--- src/rtl/overlay_pixel_gen.sv ---
`default_nettype none
// +----------------------------------------------------------------------------+
// | overlay_pixel_gen                                                          |
// | Test-pattern pixel generator with frame border and one overlay box,        |
// | two-stage pipeline from sync/DE inputs to RGB and sync outputs.            |
// | Rev 1.0                                                                    |
// +----------------------------------------------------------------------------+
module overlay_pixel_gen #(
    parameter int LAT = 2
) (
    input  logic        clk,
    input  logic        reset_n,
    input  logic        in_hs,
    input  logic        in_vs,
    input  logic        in_de,
    input  logic [3:0]  color_mode,
    input  logic        border_en,
    input  logic [11:0] box_x,
    input  logic [11:0] box_y,
    input  logic [11:0] box_w,
    input  logic [11:0] box_h,
    input  logic [23:0] box_color,
    output logic        out_hs,
    output logic        out_vs,
    output logic        out_de,
    output logic [7:0]  out_r,
    output logic [7:0]  out_g,
    output logic [7:0]  out_b,
    output logic        frame_start
);

    localparam logic [11:0] c_CNT_MAX = 12'hFFF;
    localparam logic [23:0] c_RED     = 24'hFF0000;

    if (LAT != 2) begin : g_lat_check
        $error("overlay_pixel_gen: only LAT=2 is supported");
    end

    logic        r_de_d1, r_vs_d1;
    logic [11:0] r_x_cnt, r_y_cnt, r_line_len, r_frame_lines;
    logic        r_frame_start;
    logic [11:0] r_sbox_x, r_sbox_y, r_sbox_w, r_sbox_h;
    logic [23:0] r_sbox_color;
    logic [3:0]  r_smode;

    logic [23:0] r_s1_bg;
    logic        r_s1_in_box, r_s1_border, r_s1_de, r_s1_hs, r_s1_vs;
    logic [23:0] r_s2_rgb;
    logic        r_s2_de, r_s2_hs, r_s2_vs;

    logic        w_de_fall, w_vs_fall;
    logic [12:0] w_x_end, w_y_end;
    logic        w_in_box, w_border;
    logic [23:0] w_bg, w_mix;

    assign w_de_fall = r_de_d1 & ~in_de;
    assign w_vs_fall = r_vs_d1 & ~in_vs;

    // Pixel coordinate is the counter value held during the DE cycle itself.
    always_ff @(posedge clk) begin
        if (!reset_n) begin
            r_de_d1       <= 1'b0;
            r_vs_d1       <= 1'b0;
            r_x_cnt       <= '0;
            r_y_cnt       <= '0;
            r_line_len    <= '0;
            r_frame_lines <= '0;
            r_frame_start <= 1'b0;
            r_sbox_x      <= '0;
            r_sbox_y      <= '0;
            r_sbox_w      <= '0;
            r_sbox_h      <= '0;
            r_sbox_color  <= '0;
            r_smode       <= '0;
        end else begin
            r_de_d1       <= in_de;
            r_vs_d1       <= in_vs;
            r_frame_start <= w_vs_fall;
            if (!in_de)
                r_x_cnt <= '0;
            else if (r_x_cnt != c_CNT_MAX)
                r_x_cnt <= r_x_cnt + 12'd1;
            if (w_vs_fall)
                r_y_cnt <= '0;
            else if (w_de_fall && r_y_cnt != c_CNT_MAX)
                r_y_cnt <= r_y_cnt + 12'd1;
            if (w_de_fall)
                r_line_len <= r_x_cnt;
            if (w_vs_fall && r_y_cnt != 12'd0)
                r_frame_lines <= r_y_cnt;
            if (w_vs_fall) begin
                r_sbox_x     <= box_x;
                r_sbox_y     <= box_y;
                r_sbox_w     <= box_w;
                r_sbox_h     <= box_h;
                r_sbox_color <= box_color;
                r_smode      <= color_mode;
            end
        end
    end

    // 13-bit end coordinates so a box reaching past 4095 cannot wrap.
    assign w_x_end  = {1'b0, r_sbox_x} + {1'b0, r_sbox_w};
    assign w_y_end  = {1'b0, r_sbox_y} + {1'b0, r_sbox_h};
    assign w_in_box = (r_x_cnt >= r_sbox_x) && ({1'b0, r_x_cnt} < w_x_end) &&
                      (r_y_cnt >= r_sbox_y) && ({1'b0, r_y_cnt} < w_y_end);
    assign w_border = border_en &&
                      ((r_x_cnt == 12'd0) || (r_y_cnt == 12'd0) ||
                       ((r_line_len != 12'd0) && (r_x_cnt == r_line_len - 12'd1)) ||
                       ((r_frame_lines != 12'd0) && (r_y_cnt == r_frame_lines - 12'd1)));

    always_comb begin
        w_bg = 24'h000000;
        case (r_smode)
            4'd1: w_bg = 24'hFFFFFF;
            4'd2: begin
                case (r_x_cnt[10:8])
                    3'd0: w_bg = 24'hFFFFFF;
                    3'd1: w_bg = 24'hFFFF00;
                    3'd2: w_bg = 24'h00FFFF;
                    3'd3: w_bg = 24'h00FF00;
                    3'd4: w_bg = 24'hFF00FF;
                    3'd5: w_bg = 24'hFF0000;
                    3'd6: w_bg = 24'h0000FF;
                    default: w_bg = 24'h000000;
                endcase
            end
            4'd3: w_bg = {3{r_x_cnt[7:0]}};
            4'd4: w_bg = (r_x_cnt[5] ^ r_y_cnt[5]) ? 24'hFFFFFF : 24'h000000;
            4'd5: w_bg = {3{r_y_cnt[7:0]}};
            default: w_bg = 24'h000000;
        endcase
    end

    always_comb begin
        w_mix = 24'h000000;
        if (r_s1_de) begin
            if (r_s1_border)
                w_mix = c_RED;
            else if (r_s1_in_box)
                w_mix = r_sbox_color;
            else
                w_mix = r_s1_bg;
        end
    end

    // Sync registers reset to the inactive (high) level.
    always_ff @(posedge clk) begin
        if (!reset_n) begin
            r_s1_bg     <= '0;
            r_s1_in_box <= 1'b0;
            r_s1_border <= 1'b0;
            r_s1_de     <= 1'b0;
            r_s1_hs     <= 1'b1;
            r_s1_vs     <= 1'b1;
            r_s2_rgb    <= '0;
            r_s2_de     <= 1'b0;
            r_s2_hs     <= 1'b1;
            r_s2_vs     <= 1'b1;
        end else begin
            r_s1_bg     <= w_bg;
            r_s1_in_box <= w_in_box;
            r_s1_border <= w_border;
            r_s1_de     <= in_de;
            r_s1_hs     <= in_hs;
            r_s1_vs     <= in_vs;
            r_s2_rgb    <= w_mix;
            r_s2_de     <= r_s1_de;
            r_s2_hs     <= r_s1_hs;
            r_s2_vs     <= r_s1_vs;
        end
    end

    assign out_hs      = r_s2_hs;
    assign out_vs      = r_s2_vs;
    assign out_de      = r_s2_de;
    assign out_r       = r_s2_rgb[23:16];
    assign out_g       = r_s2_rgb[15:8];
    assign out_b       = r_s2_rgb[7:0];
    assign frame_start = r_frame_start;

endmodule
`default_nettype wire

--- config.mk ---
export PLATFORM = sky130hd
export DESIGN_NAME = overlay_pixel_gen
export DESIGN_NICKNAME = d
export VERILOG_FILES = /design/src/rtl/overlay_pixel_gen.sv
export SDC_FILE = /design/constraint.sdc
export NUM_CORES = 1
export LEC_CHECK = 0
export CAP_MARGIN = 30
export CORE_MARGIN = 3
export CORE_UTILIZATION = 60
export CTS_CLUSTER_DIAMETER = 150
export DETAILED_ROUTE_END_ITERATION = 16
export PLACE_DENSITY = 0.95
export SETUP_SLACK_MARGIN = 0.1
export SLEW_MARGIN = 20
export SYNTH_ARGS = -nofsm -noshare
export SYNTH_HDL_FRONTEND = slang
export SYNTH_SLANG_ARGS = --single-unit
--- constraint.sdc ---
create_clock -name clk -period 8.6 [get_ports clk]
set_clock_uncertainty 0.1 [all_clocks]
set_input_delay 2.58 -clock clk [delete_from_list [all_inputs] [get_ports clk]]
set_output_delay 2.58 -clock clk [all_outputs]
set_load 0.05 [all_outputs]
# Word level (Yosys, flattened, before mapping)

Index checks and enable logic that the tools add are counted.

Flip-flop bits (word level): 182
Bits of input ports: 82
Output and inout bits: 28
Logic and storage cells: 81

$add $sub $neg: 6
Order comparisons: 4
Equal/unequal tests: 15
Muxes and demuxes: 5
Bitwise operators: 7
Reduce and logical (&&, ||, !) cells: 21

Operator list:

| cell                                                                 | number |
|---|---|
| 24-bit one-hot mux with 7 select lines                               | 1 |
| 24-bit one-hot mux with 5 select lines                               | 1 |
| 24-bit 2-to-1 mux                                                    | 3 |
| 12-bit nonzero test                                                  | 3 |
| 12-bit by 12-bit adder with 13-bit output                            | 2 |
| 12-bit by 13-bit < comparator with 1-bit output                      | 2 |
| 12-bit by 1-bit adder with 12-bit output, second input constant      | 2 |
| 12-bit == test                                                       | 2 |
| 12-bit greater-or-equal comparator                                   | 2 |
| 12-bit zero test                                                     | 2 |
| 12-bit != test, second input constant                                | 2 |
| 12-bit by 1-bit subtractor with 12-bit output, second input constant | 2 |
| 3-bit == test, second input constant                                 | 3 |
| 4-bit by 2-bit == test with 1-bit output, second input constant      | 2 |
| 4-bit by 3-bit == test with 1-bit output, second input constant      | 2 |
| 1-bit logical AND                                                    | 8 |
| 3-bit by 2-bit == test with 1-bit output, second input constant      | 2 |
| 4-bit by 1-bit == test with 1-bit output, second input constant      | 1 |
| 1-bit inverter                                                       | 4 |
| 2-bit AND reduction                                                  | 2 |
| 3-bit by 1-bit == test with 1-bit output, second input constant      | 1 |
| 3-bit zero test                                                      | 1 |
| 1-bit logical OR                                                     | 3 |
| 3-bit OR reduction                                                   | 1 |
| 3 further kinds                                                      | 4 |

# Depth between registers and ports, before layout

Depth in word-level cells: 6
Depth in mapped cells: 16
Depth with buffers taken out: 16

# Worst setup path before layout

Ideal clock, no wire load.

Kind: input to register
From: in in_vs
To: reg r_frame_lines[7]
Library setup time: 128 ps
Arrival: 3707 ps
Data required time: 8372 ps
Slack: 4665 ps
Stages on the path: 5
Buffers on the path: 1
Cell sequence: nand2b_1 a31oi_1 buf_2 mux2i_1 nor2_1

Word-level cells in the longest chain between the ends: 3

RTL lines:

| what                   | RTL line | text |
|---|---|---|
| start: declaration     | 14       | `input logic in_vs,` |
| 1-bit inverter         | 57       | `assign w_vs_fall = r_vs_d1 & ~in_vs;` |
| 1-bit AND              | 57       |  |
| 1-bit logical AND      | 89       | `if (w_vs_fall && r_y_cnt != 12'd0)` |
| end signal: assignment | 90       | `r_frame_lines <= r_y_cnt;` |
| end: declaration       | 40       | `logic [11:0] r_x_cnt, r_y_cnt, r_line_len, r_frame_lines;` |

Every way passes these cells.
A chain may end at the register's enable or synchronous reset.

==> metrics.cfg <==
[pwr]
pwr-share-clk = 0.432
switchingPower_mw = 0.4684
finalPower_mw = 1.846
p_leak_nw = 4.326
power_density_mw_per_mm2 = 169.9
internal_power_mw = 1.378
seq_power_share = 0.473
swShare = 0.2537
ir_worst_vdd_mv = 0.1443
power_frac_comb = 0.094

[placement]
dpl_cell_area_mm2 = 0.01026
io_buffers = 109
place_congestion = 0.9198
dp_hpwl_mm = 16.15

[clocking]
tritoncts = done
numCtsBuffers = 17
htree_levels = 4
cts.path.max_buffers = 2
hold_buffers = 0
clk_latency_ns = 0.44
post_cts.repair.setup_buffers = 0
post_cts_resize_count = 0
clock_sinks = 182
clk_pin_slew_ns = 0.07
root_buffer = clkbuf_16

[timing]
finalSetupViolations = 0
slew_headroom = 0.4657
hold_viol_final = 0
max_freq_mhz = 205.9
worstMarginPinSlew_ns = 0.8015
period_minus_slack_ns = 4.857
tns_ns = 0
fin_crit_sh = 0.5647
maxSlewViolCount = 0
rsz0062_at_grt = no

[yosys]
async_reset_ff_frac = 0
yosysUniqueCellTypes = 59
synth_cells = 1009
synth-seq-cells = 182
synth_warnings = 0
synth_ff_type = dfxtp_1
yosysMostFrequentCell = dfxtp_1
synth_largest_area_cell = dfxtp_1
yosysSeqAreaShare = 0.4006
syn_area_mm2 = 0.009096
synthesis.nets = 1169
yosys-top-cells-count = dfxtp_1, nand2_1, nor2_1
synth_top_cell_area_share = 0.4006
synth_edf_count = 0
synth_area_per_cell_um2 = 9.015
synth_area_leaders = dfxtp_1, ha_1, a22o_1, a21oi_1, xor2_1

[worst_setup_path]
worstPathMaxFanout = 50
crit_path_start_kind = input port
end_kind = flip-flop
cp.arrival_ns = 5.13
worstPathRequired_ns = 8.87
reg2reg_depth = 13
critPathKind = in -> reg

[grt]
use_met2 = 0.4899
antenna_found_initial = 0
grtUsageTotal = 0.2925
grt_pass1_wl_mm = 39.16
grt-busiest-layer = met2
grt_pass1_vias = 7859
grt_use_met1 = 0.3622
grt_max_degree = 51
overflow = 0
met3_usage = 0.07090

[drt]
dr.pass1.iters = 6
wire_per_inst_um = 19.17
drt_iter0_drc = 918
ant_nets = 0
drc_errors = 0
detail_route.vias_per_cell = 6.287
via_count = 8066
routed_wl_mm = 24.60

[die]
dieArea_mm2 = 0.01667
die_h_um = 129.1
die_x_um = 129.1
core-area_mm2 = 0.01470
start_util = 0.6188
io_pins = 110
fp-row-count = 44

[run_status]
status = completed

[layout]
fin_area_mm2 = 0.01086
diodes = 0
drive_gt1_frac = 0.04368
top_regs = r_s1_bg x24, r_s2_rgb x24, r_sbox_color x24
final_nets = 1246
synthToLayoutAreaGrowth_pct = 19.44

[min_path]
hold_path_class = reg -> reg
hold_depth = 1

[flow_run]
maxCapViolations = 0

[cell type report]
class | instances | area [um^2]
fill | 934 | 3835
inverter | 45 | 168.9
tap | 184 | 230.2
multi-input combinational | 723 | 5060
clock buffer | 20 | 466.7
sequential | 182 | 3643
clock inverter | 12 | 133.9
timing repair buffer | 117 | 1161
[worst paths after layout]
path	startpoint	to	slack, ns
hold reg to reg	r_s1_hs	out_hs	0.31
setup / recovery	reset_n	r_sbox_x[4]	3.74
hold / removal	r_s1_hs	out_hs	0.31
setup reg to reg	r_sbox_x[4]	r_s1_in_box	4.73
[layer usage]
| layer | routed length (um) | vias up |
|---|---|---|
| li1 | - | 3756 |
| met1 | 10020 | 3788 |
| met2 | 11670 | 429 |
| met3 | 2013 | 93 |
| met4 | 893 | 0 |
| met5 | 0 | - |
[logic make-up (layout without fill, tap and decap cells)]
family	after synthesis	after routing	synth area share
adders and majority gates	78	78	0.1089
xor gates and xnor gates	63	63	0.06066
DFF	182	182	0.4005
buffers and inverters	104	194	0.04415
AOI/OAI and AO/OA	263	263	0.1973
and+or+nand+nor	289	289	0.1554
muxes	30	30	0.03301
[worst max-delay path, cell delays in order]
cell and delay (ns):
clkdlybuf4s50_1 0.82, clkinv_1 0.27, nor2_4 0.60, buf_4 0.58
nand2_1 0.13, o21ai_0 0.09
[power by group through the flow]
stage / registers [mW] / clock network [mW] / logic [mW]
after floorplan: 0.892 / 0 / 0.0940
after global placement: 0.892 / 0 / 0.162
after detailed placement: 0.892 / 0 / 0.168
after CTS: 0.873 / 0.792 / 0.172
after global routing: 0.875 / 0.828 / 0.187
final: 0.874 / 0.798 / 0.174
[cells in the final DEF (no fill, tap or decap), drive strengths merged, types with 11 or more instances in the layout]
| cell type | instances |
|---|---|
| nand3 | 18 |
| clkdlybuf4s50 | 109 |
| mux2i | 30 |
| nor2 | 80 |
| xor2 | 36 |
| nand2 | 82 |
| a22o | 54 |
| a21o | 11 |
| xnor2 | 27 |
| a211oi | 18 |
| dfxtp | 182 |
| ha | 76 |
| nor4 | 12 |
| nor2b | 16 |
| clkbuf | 21 |
| nand2b | 19 |
| o21a | 12 |
| inv | 51 |
| a21oi | 66 |
| nor3 | 14 |
| o21ai | 51 |
[metrics by stage]
step / util / setup WS, ns / hold slack, ns / cells
floorplan: - / 4.665 / 0.2863 / 1009
global placement: 0.6965 / 3.541 / 0.2935 / 1249
detailed placement: 0.6979 / 3.407 / 0.3033 / 1250
CTS: 0.7388 / 3.794 / 0.3188 / 1282
global route: 0.7391 / 3.531 / 0.3210 / 1283
finish: 0.7391 / 3.743 / 0.3121 / 1283
(Power assumes the default switching activity.)
